===== config.mk =====
export PLATFORM = sky130hd
export DESIGN_NAME = fpu_issue
export DESIGN_NICKNAME = d
export VERILOG_FILES = /design/src/rtl/fpu_issue_pkg.sv /design/src/rtl/fpu_issue_fifo.sv /design/src/rtl/fpu_issue.sv
export SDC_FILE = /design/constraint.sdc
export NUM_CORES = 1
export LEC_CHECK = 0
export ABC_AREA = 0
export CORE_MARGIN = 2
export CORE_UTILIZATION = 49
export CTS_CLUSTER_DIAMETER = 30
export DETAILED_ROUTE_END_ITERATION = 12
export PLACE_DENSITY_LB_ADDON = 0.05
export SETUP_SLACK_MARGIN = 0.05
export SYNTH_ARGS = -nofsm -noshare
export SYNTH_HDL_FRONTEND = slang
export SYNTH_SLANG_ARGS = --single-unit

===== constraint.sdc =====
create_clock -name clk -period 8.7 [get_ports clk]
set_input_delay 2.175 -clock clk [delete_from_list [all_inputs] [get_ports clk]]
set_output_delay 2.175 -clock clk [all_outputs]
set_load 0.05 [all_outputs]

===== src/rtl/fpu_issue_pkg.sv =====
// fpu_issue_pkg: shared types and constants for the fpu_issue block.
// Holds the issue FSM state encoding, the default DEPTH/TAG_W/TIMEOUT values
// and the helper that sizes the WAIT-cycle counter from TIMEOUT.
package fpu_issue_pkg;

  localparam int DEF_DEPTH   = 4;
  localparam int DEF_TAG_W   = 5;
  localparam int DEF_TIMEOUT = 15;

  typedef enum logic [1:0] {
    S_IDLE  = 2'd0,
    S_ISSUE = 2'd1,
    S_WAIT  = 2'd2,
    S_HOLD  = 2'd3
  } state_e;

  // The wait counter only has to count 0..TIMEOUT-1; the capture is forced
  // on the cycle the counter reaches TIMEOUT-1.
  function automatic int wait_cnt_w(input int timeout);
    return (timeout < 2) ? 1 : $clog2(timeout);
  endfunction

endpackage


===== src/rtl/fpu_issue_fifo.sv =====
// fpu_issue_fifo: request FIFO holding {tag, op} words for the issue FSM.
// Latency: a push is visible at the head one cycle later; the head is read combinationally.
// Backpressure: pushes are ignored when full and pops when empty; pointers wrap modulo DEPTH.
// Ports: clk/reset, push_i/pop_i strobes, wdata_i in, rdata_o head, full_o/empty_o/count_o status.
module fpu_issue_fifo #(
  parameter int DEPTH = 4,
  parameter int W     = 37
) (
  input  logic                       clk,
  input  logic                       reset,
  input  logic                       push_i,
  input  logic                       pop_i,
  input  logic [W-1:0]               wdata_i,
  output logic [W-1:0]               rdata_o,
  output logic                       full_o,
  output logic                       empty_o,
  output logic [$clog2(DEPTH+1)-1:0] count_o
);

  localparam int PW = (DEPTH < 2) ? 1 : $clog2(DEPTH);
  localparam int CW = $clog2(DEPTH+1);

  logic [W-1:0]  mem_q [DEPTH];
  logic [PW-1:0] wr_ptr_q, rd_ptr_q;
  logic [CW-1:0] count_q;
  logic          do_push, do_pop;

  assign full_o  = (count_q == CW'(DEPTH));
  assign empty_o = (count_q == '0);
  assign count_o = count_q;
  assign rdata_o = mem_q[rd_ptr_q];

  assign do_push = push_i && !full_o;
  assign do_pop  = pop_i && !empty_o;

  // DEPTH is a power of two, so the natural pointer rollover is the wrap.
  always_ff @(posedge clk or posedge reset) begin
    if (reset) begin
      wr_ptr_q <= '0;
      rd_ptr_q <= '0;
      count_q  <= '0;
    end else begin
      if (do_push) wr_ptr_q <= wr_ptr_q + 1'b1;
      if (do_pop)  rd_ptr_q <= rd_ptr_q + 1'b1;
      case ({do_push, do_pop})
        2'b10:   count_q <= count_q + 1'b1;
        2'b01:   count_q <= count_q - 1'b1;
        default: count_q <= count_q;
      endcase
    end
  end

  // Storage needs no reset: only entries between the pointers are ever read.
  always_ff @(posedge clk) begin
    if (do_push) mem_q[wr_ptr_q] <= wdata_i;
  end

endmodule


===== src/rtl/fpu_issue.sv =====
// fpu_issue: queues single-precision requests and issues them one at a time to a
// single-operand unit, capturing the result (or a timeout error) for the consumer.
// Latency: push into an idle, empty block -> out_valid 3 edges later; one result per 3 cycles.
// Backpressure: in_ready = FIFO not full; the result is held stable in HOLD until out_ready.
// Ports: in_* request side, u_* unit side, out_* result side, busy status.
module fpu_issue
  import fpu_issue_pkg::*;
#(
  parameter int DEPTH   = DEF_DEPTH,
  parameter int TAG_W   = DEF_TAG_W,
  parameter int TIMEOUT = DEF_TIMEOUT
) (
  input  logic             clk,
  input  logic             reset,
  input  logic             in_valid,
  output logic             in_ready,
  input  logic [31:0]      in_op,
  input  logic [TAG_W-1:0] in_tag,
  output logic [31:0]      u_op,
  input  logic [31:0]      u_result,
  input  logic             u_ready,
  output logic             out_valid,
  input  logic             out_ready,
  output logic [31:0]      out_result,
  output logic [TAG_W-1:0] out_tag,
  output logic             out_err,
  output logic             busy
);

  localparam int CNT_W = wait_cnt_w(TIMEOUT);
  localparam int FW    = TAG_W + 32;
  localparam int FCW   = $clog2(DEPTH+1);

  state_e           state_q, state_d;
  logic [CNT_W-1:0] cnt_q, cnt_d;
  logic [31:0]      u_op_q;
  logic [TAG_W-1:0] tag_q;
  logic [31:0]      res_q;
  logic [TAG_W-1:0] otag_q;
  logic             err_q;

  logic             fifo_full, fifo_empty;
  logic [FCW-1:0]   fifo_count;
  logic [FW-1:0]    fifo_rdata;
  logic             push, pop, cap, cap_err;

  // in_ready comes from registered FIFO state only: a pop on the same edge
  // does not open a slot for a push when full.
  assign in_ready = !fifo_full;
  assign push     = in_valid && !fifo_full;

  fpu_issue_fifo #(
    .DEPTH (DEPTH),
    .W     (FW)
  ) u_fifo (
    .clk     (clk),
    .reset   (reset),
    .push_i  (push),
    .pop_i   (pop),
    .wdata_i ({in_tag, in_op}),
    .rdata_o (fifo_rdata),
    .full_o  (fifo_full),
    .empty_o (fifo_empty),
    .count_o (fifo_count)
  );

  always_comb begin
    state_d = state_q;
    cnt_d   = cnt_q;
    pop     = 1'b0;
    cap     = 1'b0;
    cap_err = 1'b0;
    case (state_q)
      S_IDLE: begin
        if (!fifo_empty) begin
          pop     = 1'b1;
          state_d = S_ISSUE;
        end
      end
      // One cycle for the unit to see the new operand before we start waiting.
      S_ISSUE: begin
        cnt_d   = '0;
        state_d = S_WAIT;
      end
      S_WAIT: begin
        if (u_ready) begin
          cap     = 1'b1;
          state_d = S_HOLD;
        end else if (cnt_q == CNT_W'(TIMEOUT - 1)) begin
          // Last permitted WAIT cycle: take whatever the unit drives, flagged.
          cap     = 1'b1;
          cap_err = 1'b1;
          state_d = S_HOLD;
        end else begin
          cnt_d = cnt_q + 1'b1;
        end
      end
      S_HOLD: begin
        if (out_ready) begin
          if (!fifo_empty) begin
            pop     = 1'b1;
            state_d = S_ISSUE;
          end else begin
            state_d = S_IDLE;
          end
        end
      end
      default: state_d = S_IDLE;
    endcase
  end

  always_ff @(posedge clk or posedge reset) begin
    if (reset) begin
      state_q <= S_IDLE;
      cnt_q   <= '0;
      u_op_q  <= '0;
      tag_q   <= '0;
      res_q   <= '0;
      otag_q  <= '0;
      err_q   <= 1'b0;
    end else begin
      state_q <= state_d;
      cnt_q   <= cnt_d;
      // u_op only changes on a pop, so it is stable from ISSUE through HOLD.
      if (pop) {tag_q, u_op_q} <= fifo_rdata;
      if (cap) begin
        res_q  <= u_result;
        otag_q <= tag_q;
        err_q  <= cap_err;
      end
    end
  end

  assign u_op       = u_op_q;
  assign out_valid  = (state_q == S_HOLD);
  assign out_result = res_q;
  assign out_tag    = otag_q;
  assign out_err    = err_q;
  assign busy       = (state_q != S_IDLE) || (fifo_count != '0);

endmodule


[Word level (Yosys, flattened, before mapping)]
Memory sizes are Yosys's and may differ from the RTL's. A register that Yosys moved wholly into a read port is not among the register bits.
Cells that the tools add are included.
Word-level totals
  logic and storage cells: 60
  memories kept: 1
  memory bits (writable): 148
  input port bits: 74
  register bits after elaboration: 51
Operators by class
  multiplexer cells: 20
  reductions and logical operators: 14
  eq/ne operators: 12
  add/sub/neg operators: 5
Memories
  u_fifo.mem_q: depth 4, bits a word 37, read ports 1, clocked after memory_dff 1, wr ports 1, RTL line fpu_issue_fifo.sv:23  | logic [W-1:0] mem_q [DEPTH];
Operators with widths (count)
  two-way mux 1 bit: 10
  two-way mux 2 bit: 4
  two-way mux 4 bit: 2
  case mux 2 bit (4 select lines): 1
  case mux 4 bit (2 select lines): 1
  == test 2 bit, second input constant: 3
  != test 2 bit, second input constant: 3
  case mux 3 bit (2 select lines): 1
  AND reduction 3 bit: 2
  nonzero test 2 bit: 3
  adder 2 x 1 -> 2 bit, second input constant: 2
  adder 4 x 1 -> 4 bit, second input constant: 1
  == test 2 x 1 -> 1 bit, second input constant: 2
  == test 4 bit, second input constant: 1
  adder 3 x 1 -> 3 bit, second input constant: 1
  == test 3 bit, second input constant: 1
  logical AND 1 bit: 3
  zero test 3 bit: 1
  != test 3 bit, second input constant: 1
  nonzero test 3 bit: 1
  subtractor 3 x 1 -> 3 bit, second input constant: 1
  zero test 1 bit: 2
  zero test 2 bit: 1
  != test 2 x 1 -> 1 bit, second input constant: 1
  other kinds (2): 2

[Longest topological paths before layout]
Gate-level depths: netlist of the first run.
  word-level depth: 7
  gate-level depth with buffers: 12
  mapped depth without buffers: 10

[By module]
A second synthesis of the first run with hierarchy kept.
Second synthesis, totals
  cell total of the unflattened synthesis: 439
  area total of the unflattened synthesis: 9183.8 um2
By module, submodules not included
  fpu_issue_fifo: sequential area each 4619.4 um2, cells an instance 231, times used 1, area an instance 5759.3 um2
  fpu_issue: sequential area each 2026.9 um2, cells an instance 208, times used 1, area an instance 3424.5 um2

[Worst setup path before layout of the first run]
Ideal clock, no wire load.
  kind: in2reg
  start point: input out_ready
  end point: register u_fifo.count_q[2] (netlist: u_fifo.count_o[2])
  setup time: 0.079 ns
  setup slack: 4.877 ns
  data required time: 8.621 ns
  data arrival time: 3.744 ns
  stages: 10
  cells stage by stage: a21oi_1 -> nor3_2 -> buf_4 -> buf_4 -> ha_1 -> inv_1 -> fa_1 -> xor2_1 -> nor2_1 -> xor2_1
Between the ends
  word-level cells in the longest chain between the ends: 5
RTL lines
  start, declared: RTL line fpu_issue.sv:23  | input logic out_ready,
  two-way mux 1 bit *: RTL line fpu_issue.sv:99  | if (out_ready) begin
  case mux 1 bit (2 select lines) *: RTL line fpu_issue.sv:73  | case (state_q)
  logical AND 1 bit *: RTL line fpu_issue_fifo.sv:34  | assign do_pop = pop_i && !empty_o;
  via u_fifo.do_pop: RTL line fpu_issue_fifo.sv:26  | logic do_push, do_pop;
  == test 2 x 1 -> 1 bit / == test 2 bit (equally long branches): RTL line fpu_issue_fifo.sv:45  | case ({do_push, do_pop})
  case mux 3 bit (2 select lines) / nonzero test 2 bit (equally long branches)
  end signal, assigned: RTL line fpu_issue_fifo.sv:46  | 2'b10: count_q <= count_q + 1'b1;
  end signal, assigned: RTL line fpu_issue_fifo.sv:47  | 2'b01: count_q <= count_q - 1'b1;
  end signal, assigned: RTL line fpu_issue_fifo.sv:48  | default: count_q <= count_q;
  end, declared: RTL line fpu_issue_fifo.sv:25  | logic [CW-1:0] count_q;
Mark *: on every way through the listed nets, which the timed path passes. The rest lies on a longest branch.
A chain may end at the register's enable or synchronous reset.

[Worst setup path after layout of the first run]
  start point: register state_q[0]
  end point: output busy
Between the ends
  word-level cells in the longest chain between the ends: 2
RTL lines
  start, declared: RTL line fpu_issue.sv:34  | state_e state_q, state_d;
  start signal, assigned: RTL line fpu_issue.sv:122  | state_q <= state_d;
  nonzero test 2 bit: RTL line fpu_issue.sv:139  | assign busy = (state_q != S_IDLE) || (fifo_count != '0);
  logical OR 1 bit: RTL line fpu_issue.sv:139
  end, declared: RTL line fpu_issue.sv:27  | output logic busy
Every way passes these cells.

==> results.py, run 1 <==
metrics = {
    "worst_setup_path": {
        "setup.worst_path.start_class": "register",
        "endpoint_kind": "primary output",
        "worst_ep_required_time_ns": 6.53,
        "arrival_ns": 2.49,
        "setup.worst_path.class": "register to primary output",
        "cp_max_fo": 5,
    },
    "routing": {
        "drt_wl_total_mm": 16.9,
        "dr.first_iter.drc_count": 166,
        "first_pass_iters": 4,
        "route.detailed.drc": 0,
        "wl_per_cell_um": 19.3,
        "num_vias": 4626,
        "ant_nets": 0,
        "via_per_inst": 5.29,
    },
    "global_routing": {
        "grt_pass1_wl_mm": 26.7,
        "grt_pass1_vias": 4963,
        "grt_max_degree": 52,
        "grt-ovfl-total": 0,
        "antenna_found_initial": 0,
        "grt_usage_pct": 17.8,
    },
    "clock_tree": {
        "clkSinkCount": 236,
        "clockBufferDepth": 3,
        "root_buffer": "clkbuf_16",
        "post_cts_resized": 0,
        "insertion_delay_ns": 0.52,
        "htree_levels": 2,
        "postCtsHoldBufs": 0,
        "cts_buffers": 43,
        "cts_tree": "done",
        "clk_pin_slew_ns": 0.05,
        "post_cts_buffers": 0,
    },
    "pwr": {
        "power.leakage_nw": 4.47,
        "power_density_mw_per_mm2": 432,
        "ir_drop_mv": 0.276,
        "power_mw": 5.20,
    },
    "yosys": {
        "yosysWarnings": 0,
        "synth_area_mm2": 0.00897,
        "netlist_instances": 435,
        "synthSimpleGateAreaFrac_pct": 1.55,
        "synth-seq-cells": 236,
        "avgSynthCellArea_um2": 20.6,
        "synth_compound_area_share_pct": 1.34,
        "synthAdderAreaFrac_pct": 1.90,
        "yosysSeqAreaShare_pct": 74.1,
        "synth_edf_count": 148,
        "async_flop_share_pct": 37.3,
        "synth_nets": 522,
        "synth_top_family_by_area": "multiplexers",
        "synth_cell_types": 38,
        "synth_mux_area_share_pct": 18.9,
        "synth_xor_area_share_pct": 0.586,
        "synth-main-ff-cell": "edfxtp_1",
    },
    "flow_run": {
        "maxCapViolations": 0,
    },
    "timing": {
        "slew_viol_final": 0,
        "hold_viol": 0,
        "max_slew_margin_pct": 28.2,
        "finalSetupTns_ns": 0,
        "setup_ws_ns": 4.03,
        "worst_slew_pin_slew_ns": 1.08,
        "fmax_mhz": 214,
        "finClkSkew_ns": 0.0137,
        "setup_violations": 0,
        "rsz0062_at_grt": "no",
        "layout_min_cycle_time_ns": 4.67,
        "min_period_over_period_pct": 53.7,
    },
    "place": {
        "post-place-cells": 796,
        "dpl_worst_slack_ns": 4.01,
        "portBuffers": 146,
        "place_congestion": 0.709,
        "hpwl_mm": 9.41,
    },
    "die": {
        "die_area_mm2": 0.0194,
        "row_count": 49,
        "io_pins": 147,
        "core_area_mm2": 0.0180,
        "die_x_um": 139,
        "die_y_um": 139,
        "start_util_pct": 49.9,
    },
    "finish": {
        "nNetsFinal": 699,
        "num_antenna_cells": 0,
        "instances_no_fill": 874,
        "n_fill_cell": 1223,
        "drive_gt1_share_pct": 31.0,
        "areaGrowthSynthToFinish_pct": 34.3,
    },
    "outcome": {
        "status": "finished clean",
    },
    "hold_path": {
        "hold_path_class": "register to register",
    },
}
==> through the flow <==
| step | util (%) | instance area (µm²) | hold WS (ns) |
|---|---|---|---|
| 2_1_floorplan | - | 8970 | 0.477 |
| 3_3_place_gp | 59.3 | 10700 | 0.486 |
| 3_5_place_dp | 59.3 | 10700 | 0.494 |
| 4_1_cts | 67.1 | 12100 | 0.499 |
| 5_1_grt | 67.1 | 12100 | 0.504 |
| 6_report | 67.1 | 12100 | 0.495 |
==> cell families (layout without fill, tap and decap cells) <==
group	after synthesis	count (layout)
flip-flops	236	236
multiplexers	114	114
buffers and inverters	29	239
AND/OR/NAND/NOR	20	20
AO/OA/AOI/OAI	17	17
adder cells (fa/ha/maj)	13	13
XOR/XNOR	6	6
==> cells in the mapped netlist (2+ instances only) <==
master / instances / area [µm²]
o31ai_1: 2 / 15.0
dfrtp_1: 88 / 2200
nor4b_1: 2 / 17.5
buf_4: 2 / 15.0
xnor2_1: 2 / 17.5
a21oi_1: 4 / 20.0
buf_2: 11 / 55.1
inv_1: 13 / 48.8
nor2b_1: 2 / 12.5
edfxtp_1: 148 / 4440
and3_1: 4 / 25.0
ha_1: 12 / 150
buf_6: 2 / 22.5
nor3_2: 2 / 20.0
a21o_1: 3 / 22.5
or4_1: 2 / 15.0
xor2_1: 4 / 35.0
nor3_1: 2 / 10.0
mux2_2: 75 / 845
mux4_2: 37 / 833
==> registers in the layout, indices dropped and copies added, names as in the netlist <==
register	count
u_fifo.wr_ptr_q	2
u_fifo.mem_q	148
state_q	2
u_fifo.count_o	3
u_op	32
out_result	32
out_tag	5
out_err	1
tag_q	5
cnt_q	4
u_fifo.rd_ptr_q	2
==> report_power, final <==
group / switching (mW) / internal (mW)
sequential: 0.251 / 1.57
combinational: 1.04 / 0.796
clock: 0.546 / 1.01
total: 1.83 / 3.37
==> metal layers <==
layer	vias to the layer above	part of all wire (%)	global-route usage [%]
met3	30	7.1	5.61
met1	2371	40	21.8
met4	0	1.8	5.32
met5	-	0	0
li1	2071	-	-
met2	154	51	30.5
==> worst max-delay path, stage by stage (launching register included) <==
cell	delay [ns]
dfrtp_1	0.40
inv_1	0.16
ha_1	0.19
nor4b_1	0.44
inv_1	0.09
clkdlybuf4s50_1	0.71
==> cells in the final DEF, fill, tap and decap left out, types with 6 or more instances in the layout <==
cell | synthesis | layout
clkbuf_16 | 0 | 44
clkdlybuf4s50_1 | 0 | 146
clkinv_2 | 0 | 9
clkinvlp_4 | 0 | 6
dfrtp_1 | 88 | 86
edfxtp_1 | 148 | 148
ha_1 | 12 | 12
inv_1 | 13 | 12
inv_6 | 0 | 6
mux2_2 | 75 | 75
mux4_2 | 37 | 37
==> cell type report <==
cell class | instances | area, µm² | area share, %
Sequential cell | 236 | 6650 | 55.2
Multi-Input combinational cell | 170 | 2190 | 18.2
Timing Repair Buffer | 148 | 1480 | 12.3
Clock buffer | 50 | 1140 | 9.49
Tap cell | 229 | 287 | 2.38
Clock inverter | 28 | 249 | 2.07
Inverter | 13 | 51.3 | 0.426
==> worst paths after layout <==
kind                            start            endpoint  slack, ns  cells past startpoint
max                        state_q[0]                busy       4.03                      5
min                          tag_q[4]          out_tag[4]       0.49                      1
max reg2reg                state_q[0]   u_fifo.count_o[2]       5.88                     10
min reg2reg                  tag_q[4]          out_tag[4]       0.49                      1
max in group asynchronous       reset  u_fifo.rd_ptr_q[0]       5.50                      3
min in group asynchronous       reset      out_result[15]       2.07                      2
Note: power is estimated with default switching activity, not from simulation.
==> run 2, diff against run 1 <==
clock period = 4.3 ns   (was 8.7 ns; I/O delays follow)
==> run 2 against run 1 <==
  * Core utilization rose by 0.25 points
  * Clock skew increased by 0.0064 ns
  * Sequential power is 100% higher
  * Total power up 100%
  * Critical path depth did not move
  * Sequential share of layout area fell by 0.21 points
  * Wire length rose by 0.84%
  * Via count fell by 0.30%
==> results.py, run 2 (synthesis gave the netlist of run 1 again) <==
metrics = {
    "outcome": {
        "status": "finished clean",
    },
    "finish": {
        "layout_common_cells": "148 x edfxtp_1, 146 x clkdlybuf4s50_1, 86 x dfrtp_1",
        "seq_area_mm2": 0.00665,
        "nNetsFinal": 699,
        "num_antenna_cells": 0,
        "final_common_cell": "edfxtp_1",
        "instances_no_fill": 875,
        "multi_input_area_mm2": 0.00219,
        "drive_gt1_share_pct": 30.2,
        "areaGrowthSynthToFinish_pct": 34.8,
        "largest_reg_flops": 148,
        "largest_register": "u_fifo.mem_q",
        "n_fill_cell": 1218,
    },
    "die": {
        "die_area_mm2": 0.0194,
        "die_y_um": 139,
        "core_area_mm2": 0.0180,
        "io_pins": 147,
        "row_count": 49,
        "die_x_um": 139,
        "start_util_pct": 49.9,
    },
    "clock_tree": {
        "htree_levels": 2,
        "cts_buffers": 43,
        "cts_tree": "done",
        "root_buffer": "clkbuf_16",
        "postCtsHoldBufs": 0,
        "clockBufferDepth": 3,
        "post_cts_buffers": 0,
        "clk_pin_slew_ns": 0.05,
        "insertion_delay_ns": 0.52,
        "clkSinkCount": 236,
        "post_cts_resized": 0,
    },
    "global_routing": {
        "grt_pass1_vias": 5098,
        "antenna_found_initial": 0,
        "grt_pass1_wl_mm": 27.2,
        "grt_usage_pct": 18.0,
        "grt_max_degree": 77,
        "grt-ovfl-total": 0,
    },
    "timing": {
        "fmax_mhz": 284,
        "setup_violations": 0,
        "rsz0062_at_grt": "no",
        "max_slew_margin_pct": 28.6,
        "hold_viol": 0,
        "finClkSkew_ns": 0.0201,
        "worst_slew_pin_slew_ns": 1.07,
        "slew_viol_final": 0,
        "min_period_over_period_pct": 81.9,
        "layout_min_cycle_time_ns": 3.52,
        "finalSetupTns_ns": 0,
    },
    "pwr": {
        "p_clk_share_pct": 30.5,
        "p_sw_mw": 3.65,
        "power_density_mw_per_mm2": 880,
        "p_sw_share_pct": 34.3,
        "seqPwrFrac_pct": 34.4,
        "power.leakage_nw": 4.49,
        "ir_drop_mv": 0.533,
        "internal_power_mw": 7.00,
        "p_comb_share_pct": 35.1,
    },
    "routing": {
        "dr.first_iter.drc_count": 201,
        "ant_nets": 0,
        "via_per_inst": 5.27,
        "first_pass_iters": 4,
        "dr_wl_met3_mm": 1.19,
        "num_vias": 4612,
        "dr_wl_met2_mm": 8.21,
        "routed.top_layer": "met4",
        "wl_per_cell_um": 19.4,
        "route.detailed.drc": 0,
        "drt_wl_total_mm": 17.0,
        "wl_met1_mm": 7.21,
    },
    "worst_setup_path": {
        "setup.worst_path.start_class": "register",
        "setup.worst_path.class": "register to primary output",
        "arrival_ns": 2.45,
        "endpoint_kind": "primary output",
        "cp_max_fo": 5,
        "worst_ep_required_time_ns": 3.22,
    },
    "flow_run": {
        "maxCapViolations": 0,
    },
    "place": {
        "hpwl_mm": 9.81,
        "portBuffers": 146,
        "place_congestion": 0.740,
        "post-place-cells": 796,
    },
    "hold_path": {
        "hold_path_class": "register to register",
    },
}
[run 2: cell types whose count changed in the layout (fill, tap and decap cells not counted), sizes merged]
cell      previous run  this run
clkinvlp             6         5
bufinv               2         4
clkbuf              50        58
clkinv              14        12
inv                 19        13
[run 2: path summary, 6_finish.rpt]
| path | end | slack [ns] | start | cells after the start |
|---|---|---|---|---|
| max in group asynchronous | u_op[14] | 2.35 | reset | 3 |
| worst min-delay path | tag_q[2] | 0.50 | tag_q[2] | 1 |
| worst min register to register | tag_q[2] | 0.50 | tag_q[2] | 1 |
| worst max-delay path | busy | 0.78 | state_q[0] | 5 |
| worst max register to register | u_fifo.count_o[2] | 2.05 | u_fifo.count_o[1] | 9 |
| min in group asynchronous | out_result[23] | 1.18 | reset | 2 |
[run 2: stage by stage]
stage                     setup slack [ns]  hold slack (ns)  area, µm²  total power [mW]  utilization (%)
after floorplan                      0.946            0.477       8970              6.27                -
after global placement                1.33            0.486      10700              7.40             59.3
after detailed placement              1.24            0.493      10700              7.50             59.3
after CTS                            0.779            0.505      12100              10.8             67.3
after global routing                 0.712            0.518      12100              11.2             67.3
final                                0.777            0.500      12100              10.6             67.3
[run 2: power by group through the flow]
stage	Combinational [mW]	Clock (mW)	Sequential, mW
3_3_place_gp	3.72	0	3.68
4_1_cts	3.80	3.32	3.69
6_report	3.73	3.25	3.66
5_1_grt	3.95	3.43	3.77
2_1_floorplan	1.64	0	4.63
3_5_place_dp	3.78	0	3.72
[run 2: layer usage]
metal  global-route usage (%)  vias to the layer above
met5                        0                        -
met4                     6.59                        0
met3                     5.57                       35
met2                     29.2                      159
met1                     23.2                     2338
li1                         -                     2080
[run 2: area by class of cell]
cell class              count  area share (%)
clock buffers              58            10.0
clock inverters            21            1.84
inverters                  13           0.424
multi-input cells         170            18.1
flip-flops and latches    236            55.0
well taps                 229            2.37
repair buffers            148            12.2
[run 2: critical path, stage by stage, from the launching register on]
cell and delay [ns]:
dfrtp_1 0.40, inv_1 0.15, ha_1 0.18, nor4b_1 0.40, inv_1 0.09, clkdlybuf4s50_1 0.71
==> run 3, diff against run 2 <==
CORE_UTILIZATION = 48   (was 49)
clock period = 3.1 ns   (was 4.3 ns; I/O delays follow)
==> run 3 against run 2 <==
  * Worst hold slack barely moved
  * Core utilization is 0.31 points lower
  * Die area rose by 2.0%
  * Flip-flop and latch count stayed put
  * Clock skew shrank 0.0029 ns
  * Register-to-register slack lost 1.3 ns
  * Design area up 2.6%
  * Total power rose by 44%
  * Global-route usage hardly changed
  * Count of clock-buffer cells in the layout shrank 2
  * Critical path depth shrank 3
  * Critical endpoint is now in_ready
  * Largest cell class unchanged
==> results.py, run 3 (synthesis gave the netlist of run 1 again) <==
metrics = {
    "die": {
        "die_area_mm2": 0.0198,
        "row_count": 50,
        "io_pins": 147,
        "die_y_um": 141,
        "start_util_pct": 48.5,
        "die_x_um": 141,
        "core_area_mm2": 0.0185,
    },
    "finish": {
        "finish.utilization_pct": 67.0,
        "drive_gt1_share_pct": 32.8,
        "largest_register": "u_fifo.mem_q",
        "multi_input_area_mm2": 0.00220,
        "seq_area_mm2": 0.00665,
        "nNetsFinal": 715,
        "num_antenna_cells": 0,
        "n_fill_cell": 1295,
        "layout_common_cells": "148 x edfxtp_1, 145 x clkdlybuf4s50_1, 86 x dfrtp_1",
        "largest_reg_flops": 148,
        "instances_no_fill": 899,
        "final_common_cell": "edfxtp_1",
        "areaGrowthSynthToFinish_pct": 38.3,
    },
    "routing": {
        "num_vias": 4675,
        "ant_nets": 0,
        "route.detailed.drc": 0,
        "dr.first_iter.drc_count": 213,
        "via_per_inst": 5.20,
        "drt_wl_total_mm": 17.2,
        "first_pass_iters": 4,
        "wl_per_cell_um": 19.1,
    },
    "clock_tree": {
        "insertion_delay_ns": 0.51,
        "root_buffer": "clkbuf_16",
        "htree_levels": 2,
        "cts_tree": "done",
        "clkSinkCount": 236,
        "clk_pin_slew_ns": 0.05,
        "clockBufferDepth": 3,
        "cts_buffers": 45,
    },
    "global_routing": {
        "grt_usage_pct": 18.0,
        "grt-ovfl-total": 0,
        "grt_pass1_wl_mm": 27.4,
        "grt_max_degree": 40,
        "antenna_found_initial": 0,
        "grt_pass1_vias": 5169,
    },
    "timing": {
        "hold_viol": 0,
        "finClkSkew_ns": 0.0172,
        "min_period_over_period_pct": 94.3,
        "fmax_mhz": 342,
        "setup_ws_ns": 0.176,
        "rsz0062_at_grt": "no",
        "setup_violations": 0,
        "worst_slew_pin_slew_ns": 0.845,
        "layout_min_cycle_time_ns": 2.92,
        "max_slew_margin_pct": 43.7,
        "slew_viol_final": 0,
        "finalSetupTns_ns": 0,
    },
    "worst_setup_path": {
        "worst_ep_required_time_ns": 2.32,
        "setup.worst_path.class": "register to primary output",
        "arrival_ns": 2.15,
        "endpoint_kind": "primary output",
        "cpMaxStageDelayCell": "clkdlybuf4s50_1",
        "path_cells": "or3b_4 -> clkdlybuf4s50_1",
        "slowest_delay_ns": 0.73,
        "setup.worst_path.start_class": "register",
        "cp_max_fo": 6,
    },
    "place": {
        "hpwl_mm": 10.4,
        "portBuffers": 146,
        "place_congestion": 0.704,
        "dpl_worst_slack_ns": 0.358,
        "post-place-cells": 815,
    },
    "pwr": {
        "power_density_mw_per_mm2": 1240,
        "power_mw": 15.3,
        "power.leakage_nw": 4.67,
        "ir_drop_mv": 0.726,
    },
    "hold_path": {
        "hold_path_class": "register to register",
    },
    "flow_run": {
        "maxCapViolations": 0,
    },
    "outcome": {
        "status": "finished clean",
    },
}
-- run 3: changes by cell type in the layout (fill, tap and decap cells not counted), moves of 2 or more --
cell	delta
buf_4	+12
bufinv_16	+4
clkbuf_1	-4
buf_12	+2
clkbuf_16	+2
clkinv_2	+2
clkinvlp_4	-2
inv_6	+2
-- run 3: power breakdown --
part	switching (mW)	internal (mW)	total, mW
registers	0.638	4.39	5.03
clock network	1.51	3.51	5.02
logic	3.00	2.29	5.30
total	5.15	10.2	15.3
-- run 3: area by class of cell --
type                       instances  share of cell area, %
multi-input combinational        170                   17.7
clock buffer                      56                   10.1
clock inverter                    28                   2.90
sequential                       236                   53.6
tap                              234                   2.36
inverter                          13                  0.423
timing repair buffer             162                   12.9
-- run 3: metal layers --
| metal | wire length (µm) | share of wire (%) | global-route usage, % | vias to the layer above |
|---|---|---|---|---|
| met5 | 0 | 0 | 0 | - |
| met1 | 6800 | 40 | 21.6 | 2394 |
| met4 | 307 | 1.8 | 5.53 | 0 |
| met3 | 971 | 5.7 | 5.10 | 29 |
| li1 | - | - | - | 2103 |
| met2 | 9080 | 53 | 31.9 | 149 |
-- run 3: worst max-delay path: cells and delay by family, from the launching register on --
family / cells / cell delay [ns]
AND/OR/NAND/NOR: 1 / 0.47
buffers and inverters: 1 / 0.73
flip-flops: 1 / 0.45
-- run 3: what timing repair did --
item,CTS,global route
buffers inserted,0,0
resized for setup,1,1
endpoints found under the setup margin,1,1
hold buffers,0,0
-- run 3: final timing paths --
path	startpoint	endpoint	slack [ns]	cells after the start
worst max-delay path	u_fifo.count_o[1]	in_ready	0.18	2
worst min-delay path	u_op[2]	u_op[2]	0.50	1
worst max register to register	u_fifo.count_o[1]	u_fifo.count_o[2]	0.77	9
worst min register to register	u_op[2]	u_op[2]	0.50	1
max in group asynchronous	reset	u_op[19]	1.69	3
min in group asynchronous	reset	u_op[27]	0.73	2
-- run 3: through the flow --
stage | instance area, µm² | hold WS, ns
after global placement | 10800 | 0.485
after CTS | 12400 | 0.502
after floorplan | 8980 | 0.477
final | 12400 | 0.500
after detailed placement | 10800 | 0.493
after global routing | 12400 | 0.511
